--- config.mk ---
export PLATFORM = sky130hd
export DESIGN_NAME = sram2rw_fifo_ctrl
export DESIGN_NICKNAME = d
export VERILOG_FILES = /design/src/rtl/sram2rw_fifo_pkg.sv /design/src/rtl/sram2rw_fifo_outq.sv /design/src/rtl/sram2rw_fifo_ctrl.sv
export SDC_FILE = /design/constraint.sdc
export NUM_CORES = 1
export LEC_CHECK = 0
export ABC_CLOCK_PERIOD_IN_PS = 4130
export BUFFER_PORTS_ARGS = -buffer_cell sky130_fd_sc_hd__buf_4
export CORE_ASPECT_RATIO = 0.7
export CORE_MARGIN = 4
export CORE_UTILIZATION = 51
export CTS_BUF_LIST = sky130_fd_sc_hd__clkbuf_8
export CTS_CLUSTER_DIAMETER = 50
export DETAILED_ROUTE_END_ITERATION = 16
export PLACE_DENSITY_LB_ADDON = 0.05
export SLEW_MARGIN = 0
export SYNTH_ARGS = -nofsm -noshare
export SYNTH_HDL_FRONTEND = slang
export SYNTH_HIERARCHICAL = 1
export SYNTH_SLANG_ARGS = --single-unit
--- constraint.sdc ---
create_clock -name clock -period 4.13 [get_ports clock]
set_input_delay 0.413 -clock clock [delete_from_list [all_inputs] [get_ports clock]]
set_output_delay 0.413 -clock clock [all_outputs]
set_load 0.01 [all_outputs]
--- src/rtl/sram2rw_fifo_pkg.sv ---
// Shared constants and types for the SRAM2RW16x32-backed FIFO controller.
package sram2rw_fifo_pkg;

  localparam int unsigned DATA_W = 32;
  localparam int unsigned ADDR_W = 4;
  localparam int unsigned DEPTH  = 16;

  typedef logic [DATA_W-1:0] data_t;
  typedef logic [ADDR_W-1:0] addr_t;
  typedef logic [ADDR_W+1:0] cnt_t;

endpackage

--- src/rtl/sram2rw_fifo_outq.sv ---
// Two-entry ready/valid output queue; head register is held while stalled.
module sram2rw_fifo_outq #(
  parameter int unsigned DATA_W = 32
) (
  input  logic              clock,
  input  logic              reset,
  input  logic              push_valid_i,
  input  logic [DATA_W-1:0] push_data_i,
  output logic              deq_valid_o,
  input  logic              deq_ready_i,
  output logic [DATA_W-1:0] deq_data_o,
  output logic [1:0]        occ_o
);

  logic [DATA_W-1:0] head_q, head_d, tail_q, tail_d;
  logic [1:0]        occ_q, occ_d;
  logic              pop;

  assign deq_valid_o = (occ_q != 2'd0);
  assign deq_data_o  = head_q;
  assign occ_o       = occ_q;
  assign pop         = deq_valid_o && deq_ready_i;

  always_comb begin
    head_d = head_q;
    tail_d = tail_q;
    occ_d  = occ_q;
    case ({push_valid_i, pop})
      2'b10: begin
        if (occ_q == 2'd0) head_d = push_data_i;
        else               tail_d = push_data_i;
        occ_d = occ_q + 2'd1;
      end
      2'b01: begin
        head_d = tail_q;
        occ_d  = occ_q - 2'd1;
      end
      2'b11: begin
        if (occ_q == 2'd1) begin
          head_d = push_data_i;
        end else begin
          head_d = tail_q;
          tail_d = push_data_i;
        end
      end
      default: ;
    endcase
  end

  always_ff @(posedge clock or posedge reset) begin
    if (reset) begin
      head_q <= '0;
      tail_q <= '0;
      occ_q  <= '0;
    end else begin
      head_q <= head_d;
      tail_q <= tail_d;
      occ_q  <= occ_d;
    end
  end

endmodule

--- src/rtl/sram2rw_fifo_ctrl.sv ---
// FIFO controller for an SRAM2RW16x32 macro (port 1 write, port 2 read).
// Optional `SRAM_FIFO_BYPASS_EN: words enqueued into an empty FIFO skip the SRAM.
module sram2rw_fifo_ctrl #(
  parameter int unsigned DATA_W = sram2rw_fifo_pkg::DATA_W,
  parameter int unsigned ADDR_W = sram2rw_fifo_pkg::ADDR_W,
  parameter int unsigned DEPTH  = sram2rw_fifo_pkg::DEPTH
) (
  input  logic              clock,
  input  logic              reset,
  input  logic              enq_valid,
  output logic              enq_ready,
  input  logic [DATA_W-1:0] enq_bits,
  output logic              deq_valid,
  input  logic              deq_ready,
  output logic [DATA_W-1:0] deq_bits,
  output logic [ADDR_W+1:0] count,
  output logic [ADDR_W-1:0] sram_a1,
  output logic              sram_csb1,
  output logic              sram_web1,
  output logic              sram_oeb1,
  output logic [DATA_W-1:0] sram_i1,
  output logic [ADDR_W-1:0] sram_a2,
  output logic              sram_csb2,
  output logic              sram_web2,
  output logic              sram_oeb2,
  output logic [DATA_W-1:0] sram_i2,
  input  logic [DATA_W-1:0] sram_o2
);

  localparam logic [ADDR_W:0] FULL = (ADDR_W+1)'(DEPTH);
  localparam logic [ADDR_W:0] ONE  = (ADDR_W+1)'(1);

  logic [ADDR_W-1:0] wptr_q, wptr_d, rptr_q, rptr_d;
  logic [ADDR_W:0]   scount_q, scount_d;
  logic              inflight_q, inflight_d;

  logic              enq_fire, wr, bypass, issue, deq_fire, push;
  logic [DATA_W-1:0] push_data;
  logic [1:0]        oq_occ;
  logic [2:0]        credit;

  assign enq_ready = !reset && (scount_q < FULL);
  assign enq_fire  = enq_valid && enq_ready;
  assign deq_fire  = deq_valid && deq_ready;

`ifdef SRAM_FIFO_BYPASS_EN
  assign bypass = enq_fire && (scount_q == '0) && !inflight_q && (oq_occ != 2'd2);
`else
  assign bypass = 1'b0;
`endif

  assign wr = enq_fire && !bypass;

  // A same-cycle dequeue frees its slot before the issued read returns, which
  // is what lets a 2-entry queue sustain one word per cycle.
  assign credit = 3'(oq_occ) + 3'(inflight_q) - 3'(deq_fire);
  assign issue  = (scount_q != '0) && (credit < 3'd2);

  assign push      = inflight_q || bypass;
  assign push_data = inflight_q ? sram_o2 : enq_bits;

  always_comb begin
    wptr_d     = wptr_q;
    rptr_d     = rptr_q;
    scount_d   = scount_q;
    inflight_d = issue;
    if (wr)    wptr_d = wptr_q + ADDR_W'(1);
    if (issue) rptr_d = rptr_q + ADDR_W'(1);
    if (wr && !issue)      scount_d = scount_q + ONE;
    else if (!wr && issue) scount_d = scount_q - ONE;
  end

  always_ff @(posedge clock or posedge reset) begin
    if (reset) begin
      wptr_q     <= '0;
      rptr_q     <= '0;
      scount_q   <= '0;
      inflight_q <= 1'b0;
    end else begin
      wptr_q     <= wptr_d;
      rptr_q     <= rptr_d;
      scount_q   <= scount_d;
      inflight_q <= inflight_d;
    end
  end

  sram2rw_fifo_outq #(.DATA_W(DATA_W)) u_outq (
    .clock        (clock),
    .reset        (reset),
    .push_valid_i (push),
    .push_data_i  (push_data),
    .deq_valid_o  (deq_valid),
    .deq_ready_i  (deq_ready),
    .deq_data_o   (deq_bits),
    .occ_o        (oq_occ)
  );

  assign count = (ADDR_W+2)'(scount_q) + (ADDR_W+2)'(inflight_q) + (ADDR_W+2)'(oq_occ);

  assign sram_csb1 = !wr;
  assign sram_a1   = wptr_q;
  assign sram_i1   = wr ? enq_bits : '0;
  assign sram_web1 = 1'b0;
  assign sram_oeb1 = 1'b1;

  assign sram_csb2 = !issue;
  assign sram_a2   = rptr_q;
  assign sram_web2 = 1'b1;
  assign sram_oeb2 = 1'b0;
  assign sram_i2   = '0;

endmodule

## After elaboration in Yosys (flattened, before gate mapping)

Index checks and enable logic that the tools add are counted.

| operators by class | value |
|---|---|
| add/sub/neg operators | 10 |
| order comparisons | 2 |
| equal/unequal tests | 7 |
| multiplexer cells | 11 |
| reductions and logical operators | 18 |

Operator list:

| cell | number |
|---|---|
| $mux W32 | 6 |
| $pmux W32 S3 | 1 |
| $pmux W32 S2 | 1 |
| $mux W5 | 2 |
| $add A4 B1 Y4 const B | 2 |
| $reduce_bool A2 Y1 | 4 |
| $add A5 B1 Y6 | 1 |
| $add A6 B2 Y6 | 1 |
| $logic_and A1 B1 Y1 | 6 |
| $add A5 B1 Y5 const B | 1 |
| $lt A5 B5 Y1 const B | 1 |
| $reduce_bool A5 Y1 | 1 |
| $sub A5 B1 Y5 const B | 1 |
| $eq A2 B1 Y1 const B | 2 |
| $eq A2 B2 Y1 const B | 2 |
| $ne A2 B2 Y1 const B | 2 |
| $pmux W2 S2 | 1 |
| $add A2 B1 Y3 | 1 |
| $logic_not A1 Y1 | 3 |
| $lt A3 B2 Y1 const B | 1 |
| $reduce_and A3 Y1 | 1 |
| $reduce_bool A3 Y1 | 1 |
| $sub A3 B1 Y3 | 1 |
| $add A2 B1 Y2 const B | 1 |
| other kinds (4) | 4 |

| storage, ports and cells | value |
|---|---|
| register bits after elaboration | 80 |
| bits of input ports | 68 |
| output and inout bits | 118 |

## Depth between registers and ports, before layout

Gate-level depths: netlist of run 1.

| depth | value |
|---|---|
| word-level depth | 8 |
| gate-level depth with buffers | 16 |
| mapped depth without buffers | 16 |

## Hierarchy

Netlist of run 1, hierarchy kept.

By module, submodules not included:

| module | times used | cells an instance | area each (um2) | sequential area each (um2) |
|---|---|---|---|---|
| sram2rw_fifo_outq | 1 | 275 | 3110.5 | 1651.6 |
| sram2rw_fifo_ctrl | 1 | 192 | 1775.5 | 350.3 |

## Least setup slack after synthesis of run 1

No wires, ideal clock.

| path | value |
|---|---|
| path kind | register -> register |
| start | register u_outq.occ_q[1], in the netlist u_outq/occ_o[1] |
| end | register scount_q[3] |
| setup time | 0.130 ns |
| arrival | 3.321 ns |
| path slack | 0.679 ns |
| stages on the path, launching flop included | 17 |
| period minus slack after synthesis | 3.451 ns |
| cells stage by stage | dfrtp_1 inv_1 ha_1 inv_1 and2_1 ha_1 nand2b_1 fa_1 xnor2_1 o211ai_4 ha_1 inv_1 ha_1 a21o_1 a21oi_1 xor2_1 o21ai_0 |

| between the ends | value |
|---|---|
| cells in the longest elaborated chain, start to end | 8 |

RTL lines:

| element | RTL line | source |
|---|---|---|
| start, declared | sram2rw_fifo_outq.sv:16 | `logic [1:0] occ_q, occ_d;` |
| start signal, assigned | sram2rw_fifo_outq.sv:54 | `occ_q <= '0;` |
| start signal, assigned | sram2rw_fifo_outq.sv:58 | `occ_q <= occ_d;` |
| $reduce_bool A2 Y1 * | sram2rw_fifo_outq.sv:19 | `assign deq_valid_o = (occ_q != 2'd0);` |
| via deq_valid | sram2rw_fifo_ctrl.sv:13 | `output logic deq_valid,` |
| $logic_and A1 B1 Y1 * | sram2rw_fifo_ctrl.sv:44 | `assign deq_fire = deq_valid && deq_ready;` |
| $sub A3 B1 Y3 * | sram2rw_fifo_ctrl.sv:56 | `assign credit = 3'(oq_occ) + 3'(inflight_q) - 3'(deq_fire);` |
| $lt A3 B2 Y1 * | sram2rw_fifo_ctrl.sv:57 | `assign issue = (scount_q != '0) && (credit < 3'd2);` |
| $logic_and A1 B1 Y1 * | sram2rw_fifo_ctrl.sv:57 |  |
| $logic_not A1 Y1 * | -- |  |
| via sram_csb2 | sram2rw_fifo_ctrl.sv:23 | `output logic sram_csb2,` |
| $logic_and A1 B1 Y1 * | sram2rw_fifo_ctrl.sv:69 | `if (wr && !issue) scount_d = scount_q + ONE;` |
| $mux W5 / $reduce_bool A2 Y1 (equally long branches) | -- |  |
| end signal, assigned | sram2rw_fifo_ctrl.sv:82 | `scount_q <= scount_d;` |
| end, declared | sram2rw_fifo_ctrl.sv:34 | `logic [ADDR_W:0] scount_q, scount_d;` |

The timed path passes the listed nets; every way through them passes the cells marked *.
A chain may end at the register's enable or synchronous reset.

## Worst setup path after layout of run 1

| path | value |
|---|---|
| start | register u_outq.occ_q[1], in the netlist u_outq/occ_o[1] |
| end | register scount_q[3] |

| between the ends | value |
|---|---|
| cells in the longest elaborated chain, start to end | 8 |

RTL lines:

| element | RTL line |
|---|---|
| parallel branches: the longest is 2 deep, another holds $add A2 B1 Y3 | -- |
| $sub A3 B1 Y3 * | sram2rw_fifo_ctrl.sv:56 |
| $lt A3 B2 Y1 * | sram2rw_fifo_ctrl.sv:57 |
| $logic_and A1 B1 Y1 * | sram2rw_fifo_ctrl.sv:57 |
| $logic_not A1 Y1 | sram2rw_fifo_ctrl.sv:69 |
| $logic_and A1 B1 Y1 | sram2rw_fifo_ctrl.sv:69 |
| $mux W5 / $reduce_bool A2 Y1 (equally long branches) | -- |

Mark *: on every way between the ends.

==> results of run 1 <==
per-stage QoR:
step	util	instances	total power, W	hold slack (ns)
after floorplan	-	501	0.003428	0.3022
after global placement	0.6409	713	0.004216	0.4590
after detailed placement	0.6409	713	0.004300	0.4838
after CTS	0.6610	729	0.004849	0.1225
after global routing	0.6610	729	0.005193	0.1611
final	0.6610	729	0.004795	0.1288
cell type report:
class / instances / area [um^2] / share of cell area
clock buffer: 12 / 165.2 / 0.02711
clock inverter: 4 / 20.02 / 0.003286
inverter: 16 / 60.06 / 0.009858
multi-input combinational: 336 / 2510 / 0.4120
sequential: 80 / 2003 / 0.3288
tap: 124 / 155.1 / 0.02547
timing repair buffer: 157 / 1179 / 0.1935
worst reg2reg max path, delay by kind of cell, from the launching register on:
| kind | cells | cell delay, ns |
|---|---|---|
| xor+xnor | 2 | 0.46 |
| fa+ha+maj | 5 | 1.35 |
| buf+inv | 3 | 0.35 |
| flops | 1 | 0.49 |
| simple gates | 2 | 0.31 |
| compound gates | 4 | 0.66 |
flip-flops by register name, summed over array words and instances (netlist names):
| name | cells |
|---|---|
| inflight_q | 1 |
| scount_q | 5 |
| sram_a1 | 4 |
| sram_a2 | 4 |
| u_outq/deq_data_o | 32 |
| u_outq/occ_o | 2 |
| u_outq/tail_q | 32 |
layout by cell type (no fill, tap or decap), types with 4 or more instances in the layout:
| master | instances |
|---|---|
| dfrtp_1 | 79 |
| xnor2_1 | 10 |
| mux2_4 | 31 |
| buf_4 | 157 |
| conb_1 | 36 |
| nand2_1 | 5 |
| clkbuf_8 | 12 |
| inv_1 | 17 |
| o21ai_0 | 35 |
| xor2_1 | 5 |
| ha_1 | 15 |
| mux2_2 | 35 |
| a31oi_1 | 32 |
| fa_1 | 4 |
| nand3_1 | 35 |
| nor2_1 | 34 |
| nor2b_1 | 4 |
| and3_1 | 33 |
how the worst max path moves through the flow:
stage | to | slack (ns) | startpoint | cells past startpoint
after global placement | scount_q[3] | 0.61 | u_outq/occ_o[1] | 16
after detailed placement | scount_q[3] | 0.37 | u_outq/occ_o[1] | 16
after CTS | scount_q[3] | 0.35 | u_outq/occ_o[1] | 16
after global routing | scount_q[3] | 0.19 | u_outq/occ_o[1] | 16
final | scount_q[3] | 0.38 | u_outq/occ_o[1] | 16
after floorplan | scount_q[3] | 0.68 | u_outq/occ_o[1] | 16
kinds of logic (layout without fill, tap and decap cells):
logic type | after synthesis | in the layout | synth area share
mux | 68 | 68 | 0.1805
buf+inv | 85 | 189 | 0.1032
other cells | 2 | 36 | 0.001537
fa+ha+maj | 19 | 19 | 0.05480
flops | 80 | 80 | 0.4097
compound gates | 77 | 77 | 0.09552
xor+xnor | 15 | 15 | 0.02689
simple gates | 121 | 121 | 0.1278
routing by layer:
layer  routed length (um)  vias up  part of all wire
met5                    0        -                 0
met4                  101        0            0.0085
met3                  988        8             0.083
met2                 5607      140              0.47
met1                 5177     1858              0.44
li1                     -     1818                 -
power by group:
part | internal (W) | switching, W | total (W)
clock network | 0.000263 | 0.000270 | 0.000533
logic | 0.00143 | 0.00133 | 0.00276
registers | 0.00121 | 0.000291 | 0.00150
total | 0.00290 | 0.00189 | 0.00479
==> flow_metrics.py, run 1 <==
metrics = {
    "yosys": {
        "avgSynthCellArea_um2": 10.46,
        "ys_warn_count": 6,
        "ys_top_cells_by_count": "dfrtp_1 (80), buf_4 (40)",
        "synthCells": 467,
        "yosysTopAreaCell": "dfrtp_1",
        "synthFlopType": "dfrtp_1",
        "synthArstFlopShare": 1.000,
        "synth_cell_type_count": 35,
        "post-synth-top-count-cell": "dfrtp_1",
        "synth_top_area_frac": 0.4097,
        "syn-cell-area_um2": 4886,
        "synth.yosys.seq_area_share": 0.4097,
        "synth_edf_count": 0,
        "synth-seq-cells": 80,
        "synth_top_cells_by_area": "dfrtp_1 (41%), mux2_4 (9.5%), mux2_2 (8.1%)",
    },
    "finish": {
        "nets": 687,
        "fin_area_um2": 6092,
        "diodes": 0,
        "area_delta_synth_final_pct": 24.69,
        "nFillCells": 748,
        "drive_gt1_frac": 0.4033,
    },
    "setup_path": {
        "start_kind": "flop",
        "worstReg2RegEnd": "scount_q[3]",
        "worst_ep_required_time_ns": 4.35,
        "critPathMaxStageDelay_ns": 0.49,
        "r2r_slack_ns": 0.38,
        "cp_top_family": "adder cells",
        "cp_cell_sequence": "inv_1 > ha_1 > inv_1 > and2_1 > ha_1 > nand2b_1 > fa_1 > xnor2_1 > o211ai_4 > ha_1 > inv_1 > ha_1 > a21o_1 > a21oi_1 > xor2_1 > o21ai_0",
        "end_kind": "flop",
        "r2r_start": "u_outq/occ_o[1]",
        "path_buf_inv": 3,
        "rr_worst_depth": 16,
        "cpMaxStageDelayCell": "dfrtp_1",
        "worst-path-max-fanout": 7,
        "worstPathArrival_ns": 3.96,
        "crit_type": "reg -> reg",
        "cp_common_cell": "ha_1",
    },
    "clocking": {
        "clk_pin_slew_worst_paths_ns": 0.08,
        "htreeDepth": 3,
        "clk_latency_ns": 0.35,
        "cts_setup_buffers": 0,
        "cts-buffers-inserted": 9,
        "cts_tree": "built",
        "ctsResizeCount": 0,
        "clock_sinks": 80,
        "clockRootBuffer": "clkbuf_8",
        "cts_buffer_depth": 2,
        "cts_hold_buf": 0,
    },
    "grt": {
        "grt_overflow_total": 0,
        "grt_pass1_vias": 3867,
        "grt_max_degree": 65,
        "antenna_found_initial": 0,
        "gr-usage-met2": 0.3341,
        "top_usage_layer": "met2",
        "grt_usage": 0.2128,
        "met3_usage": 0.06872,
        "met1_usage": 0.2818,
        "grt_first_pass_wirelength_um": 19690,
    },
    "min_path": {
        "worstHoldPathType": "in -> async",
    },
    "floorplanning": {
        "dieArea_um2": 11230,
        "start_util": 0.5301,
        "io_pins": 186,
        "dieHeight_um": 89.89,
        "die_w_um": 125.0,
        "fp-row-count": 29,
        "coreArea_um2": 9216,
    },
    "detailed_routing": {
        "drtPass1Iterations": 5,
        "ant_nets": 0,
        "wl_per_cell_um": 16.29,
        "first_iter_violations": 267,
        "drt-total-wl_um": 11870,
        "remaining_drc_errors": 0,
        "vias": 3824,
        "detail_route.vias_per_cell": 5.246,
    },
    "run_status": {
        "status": "complete, no violations",
    },
    "timing": {
        "relSlewSlack": 0.2328,
        "max_freq_ghz": 0.2669,
        "maxSlewViolCount": 0,
        "fin_crit_sh": 0.9072,
        "finalSetupTns_ns": 0,
        "clock-skew-final_ns": 0.008729,
        "grt_setup_unrepaired": "false",
        "worst_slew_pin_slew_ns": 1.151,
        "setup_ws_ns": 0.3831,
        "min_period_ns": 3.747,
        "hold_viol": 0,
        "setup_viol": 0,
    },
    "placed_design": {
        "dpl.hpwl_um": 8246,
        "portBuffers": 149,
        "pre_cts_ws_ns": 0.3669,
        "place_area_um2": 5907,
        "gp_congestion": 0.7650,
    },
    "pwr": {
        "powerDensity_nw_per_um2": 787.0,
        "irDropWorstVdd_uv": 270.8,
        "p_leak_nw": 3.091,
    },
    "job": {
        "cap_viol_max_count": 0,
    },
}
No activity file was read; power rests on OpenSTA's default activity.
==> run 2: changes to the inputs <==
ABC_CLOCK_PERIOD_IN_PS = not set   (was 4130)
CORE_UTILIZATION = 42   (was 51)
clock period = 3.45 ns   (was 4.13 ns; I/O delays follow)
==> flow_metrics.py, run 2 (synthesis results as in run 1) <==
metrics = {
    "timing": {
        "relSlewSlack": 0.6193,
        "finalSetupTns_ns": 0,
        "maxSlewViolCount": 0,
        "min_period_ns": 3.184,
        "clock-skew-final_ns": 0.007215,
        "max_freq_ghz": 0.3141,
        "setup_viol": 0,
        "fin_crit_sh": 0.9228,
        "hold_viol": 0,
        "grt_setup_unrepaired": "false",
        "setup_ws_ns": 0.2664,
        "worst_slew_pin_slew_ns": 0.5711,
    },
    "clocking": {
        "clk_latency_ns": 0.35,
        "clk_pin_slew_worst_paths_ns": 0.08,
        "cts_tree": "built",
        "htreeDepth": 3,
        "cts-buffers-inserted": 9,
        "cts_hold_buf": 0,
        "clockRootBuffer": "clkbuf_8",
        "clock_sinks": 80,
        "cts_buffer_depth": 2,
    },
    "finish": {
        "layout_commonest_cell": "buf_4",
        "utilization": 0.5535,
        "nets": 695,
        "mostFrequentLayoutCells": "buf_4 (164), dfrtp_1 (79), conb_1 (36)",
        "drive_gt1_frac": 0.4141,
        "diodes": 0,
        "nFillCells": 1025,
        "area_delta_synth_final_pct": 26.56,
    },
    "pwr": {
        "p_int_w": 0.003518,
        "swShare": 0.3975,
        "p_comb_frac": 0.594,
        "powerDensity_nw_per_um2": 944.3,
        "p_clk_frac": 0.100,
        "p_leak_nw": 3.131,
        "p_sw_w": 0.002321,
        "irDropWorstVdd_uv": 497.8,
        "power.share.sequential": 0.306,
    },
    "grt": {
        "met1_usage": 0.2520,
        "met3_usage": 0.05922,
        "top_usage_layer": "met2",
        "grt_usage": 0.1857,
        "grt_first_pass_wirelength_um": 20060,
        "grt_max_degree": 39,
        "antenna_found_initial": 0,
        "gr-usage-met2": 0.2899,
        "grt_overflow_total": 0,
        "grt_pass1_vias": 3909,
    },
    "floorplanning": {
        "start_util": 0.4374,
        "fp-row-count": 32,
        "io_pins": 186,
        "die_w_um": 136.9,
        "dieArea_um2": 13450,
        "coreArea_um2": 11170,
        "dieHeight_um": 98.24,
    },
    "setup_path": {
        "end_kind": "flop",
        "worstPathArrival_ns": 3.41,
        "worst-path-max-fanout": 6,
        "start_kind": "flop",
        "worst_ep_required_time_ns": 3.68,
        "rr_worst_depth": 15,
        "crit_type": "reg -> reg",
    },
    "detailed_routing": {
        "wl_per_cell_um": 16.52,
        "remaining_drc_errors": 0,
        "first_iter_violations": 180,
        "vias": 3820,
        "detail_route.vias_per_cell": 5.000,
        "ant_nets": 0,
        "drtPass1Iterations": 4,
        "drt-total-wl_um": 12620,
    },
    "placed_design": {
        "portBuffers": 149,
        "gp_congestion": 0.7459,
        "dpl.hpwl_um": 8808,
        "pre_cts_ws_ns": -0.0002043,
    },
    "job": {
        "cap_viol_max_count": 0,
    },
    "min_path": {
        "worstHoldPathType": "in -> async",
    },
    "run_status": {
        "status": "complete, no violations",
    },
}
-- run 2: cell types whose count changed in the layout (fill, tap and decap cells not counted) --
cell | before | now
a21oi_1 | 3 | 2
fa_1 | 4 | 3
xnor2_2 | 0 | 1
buf_12 | 0 | 1
clkinvlp_4 | 1 | 0
fa_2 | 0 | 1
a21oi_2 | 0 | 1
buf_4 | 157 | 164
xnor2_1 | 10 | 9
clkbuf_8 | 12 | 10
inv_2 | 1 | 2
-- run 2: routing by layer --
| layer | wire length [um] | vias up |
|---|---|---|
| met4 | 95 | 0 |
| met1 | 5820 | 1864 |
| met2 | 5784 | 114 |
| met5 | 0 | - |
| met3 | 921 | 9 |
| li1 | - | 1833 |
-- run 2: worst paths after layout --
kind,from,endpoint,slack [ns]
max,u_outq/occ_o[0],scount_q[3],0.27
min,reset,scount_q[2],0.07
max reg2reg,u_outq/occ_o[0],scount_q[3],0.27
min reg2reg,sram_a2[3],sram_a2[3],0.47
max in group asynchronous,reset,u_outq/tail_q[0],2.94
min in group clock,sram_o2[31],u_outq/tail_q[31],0.36
-- run 2: worst max-delay path, stage by stage (launching register included) --
cell and delay (ns):
dfrtp_1 0.42, inv_1 0.07, ha_1 0.15, inv_1 0.06, and2_1 0.16, ha_1 0.26, nand2b_1 0.15, fa_2 0.55
o211ai_4 0.08, ha_1 0.22, inv_2 0.11, ha_1 0.24, a21o_1 0.18, a21oi_1 0.16, xor2_1 0.17, o21ai_0 0.09
-- run 2: power by group through the flow --
stage | Combinational, W | Sequential, W | Clock [W]
after floorplan | 0.00227 | 0.00185 | 0
final | 0.00347 | 0.00178 | 0.000584
after global routing | 0.00380 | 0.00185 | 0.000638
after detailed placement | 0.00345 | 0.00179 | 0
after global placement | 0.00336 | 0.00177 | 0
after CTS | 0.00346 | 0.00178 | 0.000604
-- run 2: metrics by stage --
| step | power, W | hold WS [ns] | cell area [um^2] | instances |
|---|---|---|---|---|
| finish | 0.005839 | 0.07109 | 6183 | 764 |
| global route | 0.006290 | 0.1124 | 6183 | 764 |
| CTS | 0.005849 | 0.06707 | 6155 | 761 |
| detailed placement | 0.005248 | 0.4575 | 6001 | 747 |
| global placement | 0.005133 | 0.4602 | 6001 | 747 |
| floorplan | 0.004119 | 0.2342 | 5021 | 501 |
-- run 2: layout make-up --
cell class	count	area (um^2)	share of cell area
Multi-Input combinational cell	336	2524	0.4081
Inverter	16	60.06	0.009713
Tap cell	153	191.4	0.03096
Clock buffer	10	137.6	0.02226
Clock inverter	4	16.27	0.002631
Sequential cell	80	2003	0.3240
Timing Repair Buffer	165	1251	0.2023
-- run 2: timing repair --
| item | CTS | global route |
|---|---|---|
| pin swaps | 0 | 2 |
| buffers inserted | 0 | 3 |
| gates resized for setup | 1 | 2 |
| cloned | 0 | 0 |
| endpoints found under the setup margin | 2 | 2 |
==> run 3: changes to the inputs <==
CELL_PAD_IN_SITES_DETAIL_PLACEMENT = 0   (was not set)
CELL_PAD_IN_SITES_GLOBAL_PLACEMENT = 1   (was not set)
CORE_MARGIN = not set   (was 4)
CORE_UTILIZATION = 38   (was 42)
==> flow_metrics.py, run 3 (synthesis results as in run 1) <==
metrics = {
    "setup_path": {
        "rr_worst_depth": 16,
        "worst-path-max-fanout": 6,
        "start_kind": "flop",
        "worstReg2RegEnd": "scount_q[4]",
        "r2r_start": "u_outq/occ_o[0]",
        "startpoint": "u_outq/occ_o[0]",
        "endpoint": "scount_q[4]",
        "worst_ep_required_time_ns": 3.68,
        "crit_type": "reg -> reg",
        "end_kind": "flop",
        "r2r_slack_ns": 0.19,
        "worstPathArrival_ns": 3.49,
    },
    "finish": {
        "mostFrequentLayoutCells": "buf_4 (161), dfrtp_1 (79), conb_1 (36)",
        "area_delta_synth_final_pct": 27.78,
        "layout_commonest_cell": "buf_4",
        "nets": 693,
        "drive_gt1_frac": 0.4148,
        "ff_latch_area_um2": 2003,
        "nFillCells": 1171,
        "multi_input_area_um2": 2525,
    },
    "grt": {
        "grt_max_degree": 39,
        "antenna_found_initial": 0,
        "grt_overflow_total": 0,
        "grt_pass1_vias": 3827,
        "grt_first_pass_wirelength_um": 20050,
        "grt_usage": 0.1950,
    },
    "timing": {
        "finalSetupTns_ns": 0,
        "clock-skew-final_ns": 0.01048,
        "worst_slew_pin_slew_ns": 0.7190,
        "min_period_ns": 3.264,
        "whs_ns": 0.04243,
        "relSlewSlack": 0.5199,
        "hold_viol": 0,
        "max_freq_ghz": 0.3064,
        "maxSlewViolCount": 0,
        "setup_viol": 0,
        "fin_crit_sh": 0.9461,
    },
    "detailed_routing": {
        "vias": 3821,
        "drtPass1Iterations": 4,
        "wl_per_cell_um": 15.81,
        "first_iter_violations": 145,
        "remaining_drc_errors": 0,
        "detail_route.vias_per_cell": 4.943,
        "drt-total-wl_um": 12220,
        "ant_nets": 0,
    },
    "clocking": {
        "clockRootBuffer": "clkbuf_8",
        "clk_latency_ns": 0.36,
        "cts-buffers-inserted": 9,
        "cts_tree": "built",
        "clk_pin_slew_worst_paths_ns": 0.09,
        "htreeDepth": 3,
        "clock_sinks": 80,
        "cts_buffer_depth": 2,
    },
    "placed_design": {
        "dpl.hpwl_um": 8136,
        "portBuffers": 149,
        "gp_congestion": 0.7363,
    },
    "pwr": {
        "p_leak_nw": 3.146,
        "irDropWorstVdd_uv": 545.3,
        "swShare": 0.3889,
        "powerDensity_nw_per_um2": 959.7,
        "p_sw_w": 0.002330,
        "power.share.sequential": 0.298,
        "p_int_w": 0.003662,
        "p_comb_frac": 0.579,
        "p_clk_frac": 0.123,
    },
    "floorplanning": {
        "coreArea_um2": 12460,
        "fp-row-count": 34,
        "dieHeight_um": 96.87,
        "die_w_um": 137.5,
        "start_util": 0.3920,
        "dieArea_um2": 13320,
        "io_pins": 186,
    },
    "job": {
        "cap_viol_max_count": 0,
    },
    "run_status": {
        "status": "complete, no violations",
    },
    "min_path": {
        "worstHoldPathType": "in -> async",
    },
}
## run 3: changes by cell type in the layout (fill, tap and decap cells not counted), sizes merged
cell	previous run	this run
diode	0	1
clkbuf	10	9
clkinv	1	2
bufinv	0	2
inv	19	18
buf	165	163
## run 3: what timing repair did
| action | CTS | global route |
|---|---|---|
| hold buffers | 0 | 0 |
| setup buffers | 0 | 2 |
| endpoints found under the setup margin | 0 | 3 |
| resized for setup | 0 | 3 |
## run 3: metrics by stage
stage | std cells | instance area, um^2 | total power [W] | setup slack, ns | util
5_1_grt | 772 | 6241 | 0.006502 | -0.03033 | 0.5007
3_5_place_dp | 755 | 6017 | 0.005241 | 0.02541 | 0.4827
2_1_floorplan | 501 | 5021 | 0.004119 | 0.01660 | -
6_report | 773 | 6243 | 0.005992 | 0.1860 | 0.5009
4_1_cts | 770 | 6218 | 0.006008 | 0.006465 | 0.4989
3_3_place_gp | 755 | 6017 | 0.005161 | 0.1399 | 0.4827
## run 3: power groups by stage
| stage | Clock [W] | Combinational, W | Sequential, W |
|---|---|---|---|
| global placement | 0 | 0.00339 | 0.00177 |
| detailed placement | 0 | 0.00345 | 0.00179 |
| finish | 0.000736 | 0.00347 | 0.00179 |
| global route | 0.000804 | 0.00384 | 0.00186 |
| CTS | 0.000765 | 0.00346 | 0.00179 |
| floorplan | 0 | 0.00227 | 0.00185 |
## run 3: layer usage
metal	track usage	share of wire	vias up
met1	0.2727	0.47	1851
li1	-	-	1838
met5	0	0	-
met4	0.04227	0.0082	0
met2	0.2984	0.45	124
met3	0.05398	0.068	8
## run 3: final cells by class
class	instances	area share
flip-flops and latches	80	0.3208
diodes	1	0.0004008
multi-input cells	336	0.4044
inverters	16	0.009619
well taps	162	0.03246
repair buffers	163	0.2000
clock inverters	6	0.01242
clock buffers	9	0.01984
## run 3: how the worst min path moves through the flow
| stage | start | end | slack, ns | cells past startpoint |
|---|---|---|---|---|
| 2_1_floorplan | reset | inflight_q | 0.23 | 1 |
| 3_3_place_gp | reset | scount_q[4] | 0.45 | 2 |
| 3_5_place_dp | reset | scount_q[4] | 0.46 | 2 |
| 4_1_cts | reset | scount_q[3] | 0.05 | 2 |
| 5_1_grt | reset | scount_q[3] | 0.07 | 2 |
| 6_report | reset | scount_q[3] | 0.04 | 2 |
## run 3: worst max-delay path: stages (launching register included)
cell and delay (ns):
dfrtp_1 0.42, inv_1 0.07, ha_1 0.16, inv_1 0.05
and2_1 0.15, ha_1 0.26, nand2b_1 0.15, fa_1 0.41
xnor2_2 0.20, o211ai_4 0.11, ha_1 0.22, inv_2 0.11
ha_1 0.29, a21oi_2 0.17, and3_1 0.17, o21bai_1 0.08
xnor2_1 0.13
